**src/rtl/scmp_sio.sv**
```systemverilog
// SC/MP serial I/O engine: owns the extension register E and the SIN/SOUT pins.
// Performs single SIO shifts on request and paced, LSB-first 8-bit transfers.
module scmp_sio #(
    parameter int CLKDIV      = 16,
    parameter int SYNC_STAGES = 2
) (
    input  logic       clk,
    input  logic       rst,
    input  logic       e_we,
    input  logic [7:0] e_d,
    output logic [7:0] e_q,
    input  logic       sio_stb,
    input  logic       xfer_start,
    output logic       busy,
    output logic       done,
    input  logic       sin,
    output logic       sout
);

    localparam int DIV_W = (CLKDIV > 1) ? $clog2(CLKDIV) : 1;
    localparam logic [DIV_W-1:0] DIV_MAX = DIV_W'(CLKDIV - 1);
    localparam logic [DIV_W-1:0] DIV_ONE = DIV_W'(1);

    typedef enum logic [1:0] {
        ST_IDLE  = 2'd0,
        ST_SHIFT = 2'd1,
        ST_DONE  = 2'd2
    } state_t;

    state_t                 state_r;
    state_t                 state_nxt_s;
    logic [SYNC_STAGES-1:0] sync_r;
    logic                   sin_s;
    logic [7:0]             e_r;
    logic                   sout_r;
    logic                   busy_r;
    logic                   done_r;
    logic [2:0]             bit_cnt_r;
    logic [DIV_W-1:0]       div_r;
    logic                   tick_s;
    logic                   last_bit_s;
    logic                   load_s;
    logic                   start_s;
    logic                   shift_s;

    assign sin_s      = sync_r[SYNC_STAGES-1];
    assign tick_s     = (state_r == ST_SHIFT) && (div_r == DIV_MAX);
    assign last_bit_s = tick_s && (bit_cnt_r == 3'd7);

    // Metastability guard: shift the raw pin through the synchronizer chain.
    always_ff @(posedge clk) begin
        if (rst) begin
            sync_r <= '0;
        end else begin
            sync_r <= {sync_r[SYNC_STAGES-2:0], sin};
        end
    end

    // State register.
    always_ff @(posedge clk) begin
        if (rst) begin
            state_r <= ST_IDLE;
        end else begin
            state_r <= state_nxt_s;
        end
    end

    // Next-state logic; write requests beat a transfer start in IDLE.
    always_comb begin
        state_nxt_s = state_r;
        case (state_r)
            ST_IDLE: begin
                if (!e_we && xfer_start) begin
                    state_nxt_s = ST_SHIFT;
                end else begin
                    state_nxt_s = ST_IDLE;
                end
            end
            ST_SHIFT: begin
                if (last_bit_s) begin
                    state_nxt_s = ST_DONE;
                end else begin
                    state_nxt_s = ST_SHIFT;
                end
            end
            ST_DONE: state_nxt_s = ST_IDLE;
            default: state_nxt_s = ST_IDLE;
        endcase
    end

    // Datapath controls; requests outside IDLE are dropped.
    always_comb begin
        load_s  = 1'b0;
        start_s = 1'b0;
        shift_s = 1'b0;
        case (state_r)
            ST_IDLE: begin
                load_s  = e_we;
                start_s = !e_we && xfer_start;
                shift_s = !e_we && !xfer_start && sio_stb;
            end
            ST_SHIFT: shift_s = tick_s;
            ST_DONE:  shift_s = 1'b0;
            default:  shift_s = 1'b0;
        endcase
    end

    // E register and SOUT pin: load, or shift in sin_s while the old E[0] goes out.
    always_ff @(posedge clk) begin
        if (rst) begin
            e_r    <= 8'h00;
            sout_r <= 1'b0;
        end else if (load_s) begin
            e_r <= e_d;
        end else if (shift_s) begin
            e_r    <= {sin_s, e_r[7:1]};
            sout_r <= e_r[0];
        end else begin
            e_r    <= e_r;
            sout_r <= sout_r;
        end
    end

    // Bit pacing: divider runs 0..CLKDIV-1, bit counter advances on each wrap.
    always_ff @(posedge clk) begin
        if (rst || start_s) begin
            div_r     <= '0;
            bit_cnt_r <= 3'd0;
        end else if (state_r == ST_SHIFT) begin
            if (tick_s) begin
                div_r     <= '0;
                bit_cnt_r <= bit_cnt_r + 3'd1;
            end else begin
                div_r <= div_r + DIV_ONE;
            end
        end else begin
            div_r     <= div_r;
            bit_cnt_r <= bit_cnt_r;
        end
    end

    // Status flags registered from the next state so they align with the state.
    always_ff @(posedge clk) begin
        if (rst) begin
            busy_r <= 1'b0;
            done_r <= 1'b0;
        end else begin
            busy_r <= (state_nxt_s == ST_SHIFT);
            done_r <= (state_nxt_s == ST_DONE);
        end
    end

    assign e_q  = e_r;
    assign sout = sout_r;
    assign busy = busy_r;
    assign done = done_r;

endmodule

```
**config.mk**
```make
export PLATFORM = sky130hd
export DESIGN_NAME = scmp_sio
export DESIGN_NICKNAME = d
export VERILOG_FILES = /design/src/rtl/scmp_sio.sv
export SDC_FILE = /design/constraint.sdc
export NUM_CORES = 1
export LEC_CHECK = 0
export CAP_MARGIN = 20
export CORE_MARGIN = 8
export CORE_UTILIZATION = 45
export CTS_CLUSTER_DIAMETER = 80
export DETAILED_ROUTE_END_ITERATION = 16
export DONT_BUFFER_PORTS = 1
export HOLD_SLACK_MARGIN = 0.1
export PLACE_DENSITY = 0.58
export SLEW_MARGIN = 25
export SYNTH_ARGS = -nofsm -noshare
export SYNTH_HDL_FRONTEND = slang
export SYNTH_SLANG_ARGS = --single-unit
```
**constraint.sdc**
```tcl
create_clock -name clk -period 2 [get_ports clk]
set_input_delay 0.3 -clock clk [delete_from_list [all_inputs] [get_ports clk]]
set_output_delay 0.3 -clock clk [all_outputs]
set_load 0.05 [all_outputs]
```
==> results.md, run 1 <==
* Detailed-route vias per instance at 5.121
* Ratio of cells with drive above 1 in the final layout at 21.43%
* Category of the worst setup path capture point: register
* DRC violation total after the first TritonRoute iteration at 9
* Clk Tree Root Cell: sky130_fd_sc_hd__clkbuf_4
* Aggregate global routing overflow at 0
* CTS tree: done
* Leakage component of the power at 0.4634 nW
* Grt met1 use at 10.86%
* Maximum number of pins on one net before global-route repair at 18
* Initial core utilization at 46.00%
* Final Net Count at 130
* Met2 GRT Util at 17.59%
* Post-DP HPWL at 1.446 mm
* Number of pins with negative max-slew slack in the final report at 0
* Power density cells at 875.9 nW/um2
* Worst Path Arrival at 1.91 ns
* Post-CTS resize count at 0
* End of the worst register-to-register path: e_q[2]$_SDFFE_PP0P_
* Chip Height at 62.63 um
* Clock slew seen by the registers of the worst setup and hold paths at 0.13 ns
* Met3 demand-to-capacity share in global routing at 4.480%
* Sequential-to-total area share from yosys stat at 45.01%
* Total vias in the final route at 717
* Max Cap Viol at 0
* Launch point of the worst hold path: xfer_start
* Worst hold-check slack at 0.1859 ns
* Largest buffer count on any clock path at 2
* Clock skew at 0.009165 ns
* Number of H-tree branching levels at 1
* Final setup viols at 0
* Relative max-transition margin at 50.12%
* Top achievable clock speed at 587.6 MHz
* Share of the clock period used by the worst path after layout at 85.09%
* Final Hold Violating Endpoints at 0
* Nets in the synthesized netlist at 118
* Wire length after detailed routing at 1.940 mm
* # port buffers at 0
* Setup slack of the most critical reg-to-reg path at 0.30 ns
* Number of inserted diodes at 0
* Post-route design area at 1126 um2
* Number of buffers added for setup after CTS at 0
* Post-synthesis register bit count at 22
* DIE WIDTH at 62.63 um
* Setup repair after global routing missed its margin: no
* GP Congestion at 0.7098
* Run status: finished, final reports clean
* Crit path buffers/inverters at 1
* Number of remaining DRC errors at 0
* Post-route ant nets at 0
* Number of stages on the worst setup path at 6
* Hold Path Class: in2reg
* Gate Count Post-Synth at 101
* Worst path cell trace: ha_1 -> and4b_4 -> a22oi_4 -> buf_4 -> nor2_1 -> a2111oi_2
* Area enclosed by the die boundary at 3923 um2
* Global route hottest layer: met2
* Largest stage delay on the critical path at 0.35 ns
* Wire length of the first global-routing pass at 3.353 mm
* Worst-case vdd ir drop at 0.4464 mV
* Area after DPL at 1054 um2
* Number of warning messages in the yosys log at 0
* Clk_lat worst skew at 0.31 ns
* Post-Route Setup TNS at 0 ns
* Area delta synth->final at 15.09%
* WHS Endpoint: state_r[0]$_SDFF_PP0_
* WHS Path Cells at 2
* Area of combinational cells with multiple inputs at 510.5 um2
* Worst-Margin Slew at 0.7457 ns
* Required time reported for the critical path endpoint at 2.21 ns
* Core area at 2127 um2
* Total clock buffers created by CTS at 3
* Register area at 440.4 um2
* Number of cell instances on the worst register-to-register path at 6
* Antenna violations before repair at 0
* FP Rows at 17
* Number of hold buffers added after CTS at 2
* Startpoint class of the critical path: register
* Critical R2R Launch: div_r[0]$_SDFFE_PP0N_
* Mean area per synthesized cell at 9.688 um2
* Critical Setup Path Class: reg2reg
* Netlist area before placement at 978.4 um2
* Family of cells with the greatest summed delay on the critical path: compound AO/OA/AOI/OAI gates
* CP Max Fanout at 17
* Global-route usage over all layers at 10.44%
* Top Ports at 25
* Detail-routed net length per standard cell at 13.86 um
* Vias in the first global route at 765
* Filler instances at 205
* Number of distinct library cells after synthesis at 24
* Slowest stage cell, crit path: sky130_fd_sc_hd__dfxtp_1
* Drt first pass iters at 4
* Number of sinks handled by clock tree synthesis at 22
* Final critical path time including I/O delays and setup at 1.702 ns
cell type report:
cell class,count,share of cell area [%]
Multi-Input combinational cell,75,45.33
Sequential cell,22,39.11
Timing Repair Buffer,11,7.778
Tap cell,28,3.111
Clock inverter,1,2.667
Clock buffer,3,2.000
stage by stage:
step	setup slack, ns	total power, mW	util, %	std cells
global route	0.1932	1.038	52.94	140
floorplan	0.4489	0.6192	-	101
CTS	0.2887	1.003	52.94	140
detailed placement	0.2971	0.6529	49.53	134
finish	0.2982	0.9864	52.94	140
global placement	0.3611	0.6504	49.53	134
metal layers:
| metal | up-vias | part of all wire [%] |
|---|---|---|
| li1 | 369 | - |
| met3 | 2 | 6.9 |
| met1 | 332 | 41 |
| met5 | - | 0 |
| met2 | 14 | 51 |
| met4 | 0 | 0.82 |
power breakdown:
part           leakage, nW  switching [mW]  total [mW]  internal [mW]
clock network       0.0279           0.135       0.337          0.203
registers            0.180          0.0189       0.479          0.460
logic                0.255           0.113       0.170         0.0568
total                0.463           0.267       0.986          0.720
flip-flops by register name, summed over array words and instances, names as in the netlist:
signal / cells
bit_cnt_r: 3
busy: 1
div_r: 4
done: 1
e_q: 8
sout: 1
state_r: 2
sync_r: 2
synth_stat cells, drive strengths merged:
library cell,number,area [um2]
mux2i,3,30.03
xor2,2,17.52
nand2,7,26.28
or3,1,6.260
ha,3,37.54
a22oi,1,21.27
a21o,1,7.510
nor3,2,10.01
nand2b,2,12.51
a2111oi,8,132.6
buf,3,23.76
clkbuf,1,3.750
nand4,1,6.260
and2,2,12.51
dfxtp,22,440.4
nor2,32,122.6
and4b,1,13.76
a21oi,4,20.02
xnor2,1,8.760
nor2b,4,25.02
cell families (layout without fill, tap and decap cells):
family / Yosys count / in the layout / share of synthesized area, %
compound gates: 14 / 14 / 18.54
simple gates: 52 / 52 / 24.04
buf+inv: 4 / 15 / 2.812
mux: 3 / 3 / 3.069
fa+ha+maj: 3 / 3 / 3.837
xor+xnor: 3 / 3 / 2.686
flops: 22 / 22 / 45.01
layout by cell type (no fill, tap or decap), types with 3 or more instances in the layout:
master / synthesis / routed
sky130_fd_sc_hd__buf_4: 0 / 9
sky130_fd_sc_hd__mux2i_1: 3 / 3
sky130_fd_sc_hd__dfxtp_1: 22 / 22
sky130_fd_sc_hd__clkbuf_4: 0 / 3
sky130_fd_sc_hd__a2111oi_2: 7 / 7
sky130_fd_sc_hd__a21oi_1: 4 / 4
sky130_fd_sc_hd__nor2_1: 31 / 31
sky130_fd_sc_hd__nand2_1: 7 / 7
sky130_fd_sc_hd__ha_1: 3 / 3
sky130_fd_sc_hd__nor2b_1: 4 / 4
worst max-delay path by stage:
stage                                     start             endpoint
after global placement    div_r[0]$_SDFFE_PP0N_  e_q[0]$_SDFFE_PP0P_
after global routing      div_r[0]$_SDFFE_PP0N_  e_q[3]$_SDFFE_PP0P_
after detailed placement  div_r[0]$_SDFFE_PP0N_  e_q[2]$_SDFFE_PP0P_
after CTS                 div_r[0]$_SDFFE_PP0N_  e_q[2]$_SDFFE_PP0P_
after floorplan           div_r[0]$_SDFFE_PP0N_  e_q[7]$_SDFFE_PP0P_
final                     div_r[0]$_SDFFE_PP0N_  e_q[2]$_SDFFE_PP0P_
Power figures use the tool's default switching activity.
==> run 2, diff against run 1 <==
- REMOVE_ABC_BUFFERS: default -> 1
- SLEW_MARGIN: 25 -> default
==> run 2 against run 1 <==
  * Power fell by 15%
  * First-iteration DRC count fell by 44%
  * Global-route usage fell by 0.91 points
  * Clock skew fell by 0.0035 ns
  * Clock power fell by 41%
  * Hold slack got worse by 0.062 ns
  * Sequential power rose by 1%
  * Fmax rose by 2.8%
  * Via count fell by 3.1%
  * Utilization fell by 2.2 points
  * Critical endpoint is now e_q[6]$_SDFFE_PP0P_
==> results.md, run 2 (same netlist as run 1, synthesis figures left out) <==
* Final critical path time including I/O delays and setup at 1.656 ns
* Number of H-tree branching levels at 1
* Run status: finished, final reports clean
* Setup slack of the most critical reg-to-reg path at 0.34 ns
* Leading cell types in the layout, fill and taps excluded: sky130_fd_sc_hd__nor2_1, sky130_fd_sc_hd__dfxtp_1, sky130_fd_sc_hd__buf_4, sky130_fd_sc_hd__nand2_1, sky130_fd_sc_hd__a2111oi_2
* Required time reported for the critical path endpoint at 2.21 ns
* Wire length of the first global-routing pass at 3.042 mm
* Worst hold-check slack at 0.1241 ns
* Post-CTS resize count at 0
* Critical Setup Path Class: reg2reg
* Post-route ant nets at 0
* Number of hold buffers added after CTS at 1
* Met3 demand-to-capacity share in global routing at 4.122%
* Worst slack at placement at 0.3549 ns
* Largest stage delay on the critical path at 0.35 ns
* Clk Tree Root Cell: sky130_fd_sc_hd__clkbuf_4
* Filler instances at 208
* Area of combinational cells with multiple inputs at 510.5 um2
* Number of flip-flops under the largest register name at 8
* Top Ports at 25
* Detailed-route vias per instance at 5.073
* Worst Path Arrival at 1.87 ns
* P_sw at 0.2586 mW
* Final setup slack of the worst path at 0.3440 ns
* Area after DPL at 1046 um2
* Vias in the first global route at 692
* Switching power share of the total at 30.70%
* Sequential fraction of design power at 57.5%
* Launch point of the worst path: div_r[0]$_SDFFE_PP0N_
* Wire length after detailed routing at 1.803 mm
* Core area at 2127 um2
* Final Net Count at 128
* Clock skew at 0.005708 ns
* # port buffers at 0
* Post-route design area at 1079 um2
* Met2 GRT Util at 15.14%
* Slowest stage cell, crit path: sky130_fd_sc_hd__dfxtp_1
* Number of pins with negative max-slew slack in the final report at 0
* Post-Route Setup TNS at 0 ns
* Category of the worst setup path capture point: register
* Area delta synth->final at 10.23%
* Share of the clock period used by the worst path after layout at 82.80%
* Chip Height at 62.63 um
* Worst-Margin Slew at 0.7762 ns
* Total clock buffers created by CTS at 3
* Power density cells at 780.8 nW/um2
* Total vias in the final route at 695
* Area enclosed by the die boundary at 3923 um2
* Aggregate global routing overflow at 0
* Clock network fraction of design power at 23.5%
* FP Rows at 17
* Detail-routed net length per standard cell at 13.16 um
* Global-route usage over all layers at 9.529%
* CTS tree: done
* Top achievable clock speed at 603.9 MHz
* Global route hottest layer: met2
* Worst path cell trace: ha_1 -> and4b_4 -> a22oi_4 -> buf_4 -> nor2_1 -> a2111oi_2
* Register area at 440.4 um2
* Number of cell instances on the worst register-to-register path at 6
* Critical R2R Launch: div_r[0]$_SDFFE_PP0N_
* Antenna violations before repair at 0
* Final Hold Violating Endpoints at 0
* Clk_lat worst skew at 0.30 ns
* Clock slew seen by the registers of the worst setup and hold paths at 0.12 ns
* Grt met1 use at 10.17%
* Drt first pass iters at 2
* Leakage component of the power at 0.4399 nW
* Startpoint class of the critical path: register
* Relative contribution of combinational cells to total power at 19.1%
* Worst setup path endpoint: e_q[6]$_SDFFE_PP0P_
* Number of remaining DRC errors at 0
* Maximum number of pins on one net before global-route repair at 18
* Most common library cell in the layout ignoring fill and taps: sky130_fd_sc_hd__nor2_1
* Number of inserted diodes at 0
* End of the worst register-to-register path: e_q[6]$_SDFFE_PP0P_
* Number of buffers added for setup after CTS at 0
* GP Congestion at 0.7266
* DIE WIDTH at 62.63 um
* Setup repair after global routing missed its margin: no
* Max Cap Viol at 0
* Hold Path Class: in2reg
* Ratio of cells with drive above 1 in the final layout at 20.18%
* Post-DP HPWL at 1.331 mm
* Largest buffer count on any clock path at 2
* DRC violation total after the first TritonRoute iteration at 5
* Number of sinks handled by clock tree synthesis at 22
* Relative max-transition margin at 48.08%
* Initial core utilization at 46.00%
* Final setup viols at 0
* CP Max Fanout at 17
* Internal Pwr Total at 0.5835 mW
* Worst-case vdd ir drop at 0.3880 mV
## run 2: cell types whose count changed in the layout (fill, tap and decap cells not counted), sizes merged
cell         before  now
buf               9    8
bufinv            1    0
dlygate4sd3       2    1
## run 2: metal layers
metal	part of all wire (%)	up-vias
li1	-	361
met1	46	320
met2	46	12
met3	6.3	2
met4	0.94	0
met5	0	-
## run 2: how the worst min path moves through the flow
stage / start / to / slack, ns / cells after the start
4_1_cts: sin / sync_r[0]$_SDFF_PP0_ / 0.12 / 1
6_report: sin / sync_r[0]$_SDFF_PP0_ / 0.12 / 1
5_1_grt: sin / sync_r[0]$_SDFF_PP0_ / 0.13 / 1
3_5_place_dp: rst / e_q[7]$_SDFFE_PP0P_ / 0.37 / 1
2_1_floorplan: rst / e_q[7]$_SDFFE_PP0P_ / 0.36 / 1
3_3_place_gp: rst / e_q[7]$_SDFFE_PP0P_ / 0.37 / 1
## run 2: per-stage QoR
stage / instances / power, mW / util, %
finish: 137 / 0.8421 / 50.71
global route: 137 / 0.8809 / 50.71
CTS: 137 / 0.8541 / 50.71
detailed placement: 133 / 0.6495 / 49.18
global placement: 133 / 0.6470 / 49.18
floorplan: 97 / 0.6128 / -
## run 2: critical path: cells and delay by family, from the launching register on
family                   cells  cell delay, ns
buffers and inverters        1            0.28
flip-flops                   1            0.35
AO/OA/AOI/OAI                2            0.44
AND/OR/NAND/NOR              2            0.29
adder cells (fa/ha/maj)      1            0.21
## run 2: cell type report
| class | instances | area share, % |
|---|---|---|
| multi-input cells | 75 | 47.33 |
| flip-flops and latches | 22 | 40.84 |
| repair buffers | 9 | 6.497 |
| well taps | 28 | 3.248 |
| clock buffers | 3 | 2.088 |
## run 2: power groups by stage
stage / combinational (mW) / clock, mW / sequential (mW)
2_1_floorplan: 0.0698 / 0 / 0.543
3_3_place_gp: 0.153 / 0 / 0.494
3_5_place_dp: 0.155 / 0 / 0.494
4_1_cts: 0.163 / 0.207 / 0.484
5_1_grt: 0.173 / 0.221 / 0.487
6_report: 0.160 / 0.198 / 0.484
